===== config.mk =====
export PLATFORM = sky130hd
export DESIGN_NAME = flick_conditioner
export DESIGN_NICKNAME = d
export VERILOG_FILES = /design/src/rtl/flick_conditioner.sv
export SDC_FILE = /design/constraint.sdc
export NUM_CORES = 1
export LEC_CHECK = 0
export CORE_UTILIZATION = 45
export CTS_CLUSTER_SIZE = 8
export DETAILED_ROUTE_END_ITERATION = 6
export HOLD_SLACK_MARGIN = 0.1
export MAX_ROUTING_LAYER = met4
export PLACE_DENSITY = 0.73
export REMOVE_ABC_BUFFERS = 1
export SLEW_MARGIN = 15
export SYNTH_ARGS = -nofsm -noshare
export SYNTH_HDL_FRONTEND = slang
export SYNTH_SLANG_ARGS = --single-unit

===== constraint.sdc =====
create_clock -name clk -period 2.7 [get_ports clk]
set_clock_uncertainty 0.15 [all_clocks]
set_input_delay 0.675 -clock clk [delete_from_list [all_inputs] [get_ports clk]]
set_output_delay 0.675 -clock clk [all_outputs]
set_load 0.01 [all_outputs]

===== src/rtl/flick_conditioner.sv =====
// flick_conditioner
//   Front end for the LED flasher's flick button. The raw button is brought into
//   the clk domain through a flop chain and then debounced by a small FSM.
//   Each accepted press produces exactly one single-cycle pulse. A debounced
//   level is also provided. Rising glitches that are rejected are counted,
//   and the count saturates.
//
//   Ports
//     clk          rising-edge clock
//     reset        asynchronous, active-high reset
//     flick_raw    raw button input, asynchronous and may bounce
//     flick_pulse  one-cycle pulse per accepted press (registered)
//     flick_level  debounced button level (registered)
//     glitch_cnt   saturating count of rejected rising glitches
//
//   Parameter constraints: SYNC_STAGES >= 2, DB_CYCLES >= 1, and
//   DB_CYCLES <= 2**CNT_W-1.
module flick_conditioner #(
    parameter int SYNC_STAGES = 2,
    parameter int DB_CYCLES   = 4,
    parameter int CNT_W       = 3,
    parameter int GC_W        = 8
) (
    input  logic            clk,
    input  logic            reset,
    input  logic            flick_raw,
    output logic            flick_pulse,
    output logic            flick_level,
    output logic [GC_W-1:0] glitch_cnt
);

    typedef enum logic [1:0] {IDLE, RISE_CHK, HIGH, FALL_CHK} state_t;

    localparam logic [CNT_W-1:0] CNT_ONE  = CNT_W'(1);
    localparam logic [CNT_W-1:0] CNT_LAST = CNT_W'(DB_CYCLES);
    localparam logic [GC_W-1:0]  GC_ONE   = GC_W'(1);

    logic [SYNC_STAGES-1:0] sync_q;
    logic                   sync;
    state_t                 state_q;
    logic [CNT_W-1:0]       cnt_q;
    logic                   pulse_q;
    logic                   level_q;
    logic [GC_W-1:0]        gc_q;
    logic [GC_W-1:0]        gc_d;

    // The synchroniser shifts toward the MSB. Only the last stage is used.
    always_ff @(posedge clk or posedge reset) begin
        if (reset) sync_q <= '0;
        else       sync_q <= {sync_q[SYNC_STAGES-2:0], flick_raw};
    end

    assign sync = sync_q[SYNC_STAGES-1];

    // The glitch counter holds at all-ones and does not wrap.
    assign gc_d = (gc_q == '1) ? gc_q : gc_q + GC_ONE;

    // cnt_q counts the stable samples seen so far in a CHK state.
    // The first sample is counted on entry, so DB_CYCLES+1 agreeing samples
    // are needed to cross.
    always_ff @(posedge clk or posedge reset) begin
        if (reset) begin
            state_q <= IDLE;
            cnt_q   <= '0;
            pulse_q <= 1'b0;
            level_q <= 1'b0;
            gc_q    <= '0;
        end else begin
            pulse_q <= 1'b0;
            unique case (state_q)
                IDLE: begin
                    if (sync) begin
                        state_q <= RISE_CHK;
                        cnt_q   <= CNT_ONE;
                    end
                end
                RISE_CHK: begin
                    if (!sync) begin
                        state_q <= IDLE;
                        gc_q    <= gc_d;
                    end else if (cnt_q == CNT_LAST) begin
                        state_q <= HIGH;
                        pulse_q <= 1'b1;
                        level_q <= 1'b1;
                    end else begin
                        cnt_q <= cnt_q + CNT_ONE;
                    end
                end
                HIGH: begin
                    if (!sync) begin
                        state_q <= FALL_CHK;
                        cnt_q   <= CNT_ONE;
                    end
                end
                FALL_CHK: begin
                    // A bounce on release returns to HIGH. It is not a new
                    // press and it is not a glitch.
                    if (sync) begin
                        state_q <= HIGH;
                    end else if (cnt_q == CNT_LAST) begin
                        state_q <= IDLE;
                        level_q <= 1'b0;
                    end else begin
                        cnt_q <= cnt_q + CNT_ONE;
                    end
                end
                default: state_q <= IDLE;
            endcase
        end
    end

    assign flick_pulse = pulse_q;
    assign flick_level = level_q;
    assign glitch_cnt  = gc_q;

endmodule

==> results.toml <==
[timing]
grt_setup_unrepaired = "no"
fmax_mhz = 470
final_hold_viol_count = 0
worstMarginPinSlew_ps = 610
period_minus_slack_ps = 2130
setup_viol = 0
maxSlewHeadroom_pct = 59.3
period_share_pct = 78.8
fin_setup_tns_ps = 0
setup_slack_ps = 574
drv_slew = 0

[drt]
viasPerCell = 5.34
post_drt_wl_per_cell_um = 11.6
ant_nets = 0
drc_errors = 0
firstDrtPassIters = 4
num_vias = 534
first_iter_violations = 11
wl_mm = 1.16

[synthesis]
ys_warn_count = 0
synth_area_um2 = 758
yosys-top-cells-area = "dfrtp_1 56%, ha_1 5.0%, nand2_1 4.5%, xnor2_1 3.5%, a21oi_1 3.3%"
synth.avg_cell_area_um2 = 11.2
synth_seq_area_share_pct = 56.1
ys_ff_latch = 17
yosys.area.top_type = "dfrtp_1"
synth_top_area_share_pct = 56.1
postSynthCellCount = 68
synth_cell_types = 25

[setup_path]
critical-path-top-delay-family = "buffers and inverters"
cp_max_fo = 6
end_kind = "output pin"
reg2reg_depth = 4
start_kind = "register"
worst_r2r_endpoint = "glitch_cnt[1]$_DFFE_PP0P_"
max_stage_delay_ps = 570
timing.rr.start = "glitch_cnt[3]$_DFFE_PP0P_"
timing.critical_path.buf_inv = 1
cpMaxStageDelayCell = "clkdlybuf4s50_1"
crit_arrival_ps = 1300
critPathLaunch = "glitch_cnt[3]$_DFFE_PP0P_"
cp_cell_sequence = "clkdlybuf4s50_1"
critPathKind = "reg2out"
r2r_slack_ps = 990
cp.required_ps = 1880

[outcome]
status = "finished, final reports clean"

[power_and_ir_drop]
p_leak_nw = 0.415
ir_worst_vdd_mv = 0.529
powerDensity_nw_per_um2 = 948

[finish]
n_fill_cell = 134
final_cell_mix = "17 x dfrtp_1, 12 x clkdlybuf4s50_1, 9 x nand2_1"
area_delta_synth_final_pct = 21.9
nets = 91
final_common_cell = "dfrtp_1"
final_core_util_pct = 60.0
num_antenna_cells = 0
drive_gt1_share_pct = 9.52

[clocking]
clock_latency_ps = 280
cts_max_path_buffers = 2
cts_sinks = 17
cts_root_buffer = "clkbuf_4"
clk_pin_slew_worst_paths_ps = 80
cts_tree = "done"
cts-buffers-inserted = 3
postCtsSetupRepairBufs = 0
htree_levels = 1
ctsResizeCount = 0
cts_hold_buffers = 0

[global_routing]
grt_max_degree = 18
grt_pass1_wl_mm = 1.97
first_global_vias = 439
grt_overflow = 0
track_usage_pct = 15.4
antenna_found_initial = 0

[run]
maxCapViolCount = 0

[floorplan]
num_rows = 14
start_util_pct = 49.2
dieHeight_um = 43.1
ioPinCount = 13
die-width_um = 43.1
core_area_um2 = 1540
dieArea_um2 = 1850

[placement]
pre_cts_slack_ps = 883
hpwl_um = 906
gp_congestion = 0.786
port_buffers = 12

[worst_hold_path]
hold_path.startpoint = "sync_q[0]$_DFF_PP0_"
hold_depth = 0
whs_endpoint = "sync_q[1]$_DFF_PP0_"
hold_class = "reg2reg"
-- metrics by stage --
| stage | instance area, um2 | power, mW | std cells | hold WS (ps) |
|---|---|---|---|---|
| global placement | 898 | 0.738 | 96 | 182 |
| floorplan | 758 | 0.614 | 68 | 181 |
| detailed placement | 898 | 0.753 | 96 | 187 |
| finish | 925 | 0.877 | 100 | 203 |
| CTS | 925 | 0.886 | 100 | 207 |
| global route | 925 | 0.953 | 100 | 215 |
-- cells in the mapped netlist --
| master | n |
|---|---|
| mux2_4 | 1 |
| xnor2_1 | 3 |
| inv_1 | 5 |
| a41oi_1 | 1 |
| nand2b_1 | 1 |
| and3_1 | 1 |
| nor3b_2 | 1 |
| nor2b_1 | 1 |
| dfrtp_1 | 17 |
| a21oi_1 | 5 |
| nand3_2 | 1 |
| nand3_1 | 3 |
| nand2_1 | 9 |
| and4_4 | 1 |
| xor2_1 | 1 |
| mux2_2 | 1 |
| nand3b_1 | 1 |
| o22ai_1 | 1 |
| nor2_1 | 1 |
| and4_1 | 1 |
| nand4_1 | 2 |
| o21ai_1 | 2 |
| ha_1 | 3 |
| mux2_1 | 1 |
| o21ai_0 | 4 |
-- sequential cells by signal, summed over array words and instances (netlist names), named ones only --
register,count
cnt_q,3
flick_pulse,1
glitch_cnt,8
sync_q,2
state_q,1
flick_level,1
-- how the worst max path moves through the flow --
| stage | end | slack [ps] | cells past startpoint |
|---|---|---|---|
| after detailed placement | glitch_cnt[3] | 880 | 1 |
| after global placement | glitch_cnt[3] | 910 | 1 |
| after global routing | glitch_cnt[3] | 520 | 1 |
| after CTS | glitch_cnt[3] | 560 | 1 |
| after floorplan | glitch_cnt[1]$_DFFE_PP0P_ | 1080 | 4 |
| final | glitch_cnt[3] | 570 | 1 |
-- cell type report --
class | instances | area [um2] | share of cell area [%]
Multi-Input combinational cell | 46 | 314 | 34.0
Clock buffer | 4 | 26.3 | 2.84
Inverter | 5 | 18.8 | 2.03
Sequential cell | 17 | 425 | 46.0
Timing Repair Buffer | 12 | 120 | 13.0
Tap cell | 16 | 20.0 | 2.17
-- cells by family after synthesis --
| group | synth area share (%) |
|---|---|
| AND/OR/NAND/NOR | 17.7 |
| flip-flops | 56.1 |
| AO/OA/AOI/OAI | 9.24 |
| buffers and inverters | 2.48 |
| XOR/XNOR | 4.62 |
| multiplexers | 4.95 |
| adder cells (fa/ha/maj) | 4.95 |
-- routing by layer --
layer | wire length [um] | up-vias | GRT usage, %
met2 | 523 | 16 | 20.0
met1 | 576 | 246 | 21.8
li1 | - | 272 | -
met3 | 59 | 0 | 7.66
met4 | 0 | 0 | 3.64
met5 | 0 | - | -
-- report_power, final --
group / leakage (nW) / switching, mW / internal [mW]
Clock: 0.0150 / 0.0696 / 0.0573
Sequential: 0.210 / 0.0955 / 0.334
Combinational: 0.190 / 0.148 / 0.172
Total: 0.415 / 0.313 / 0.564
Note: power is estimated with default switching activity, not from simulation.
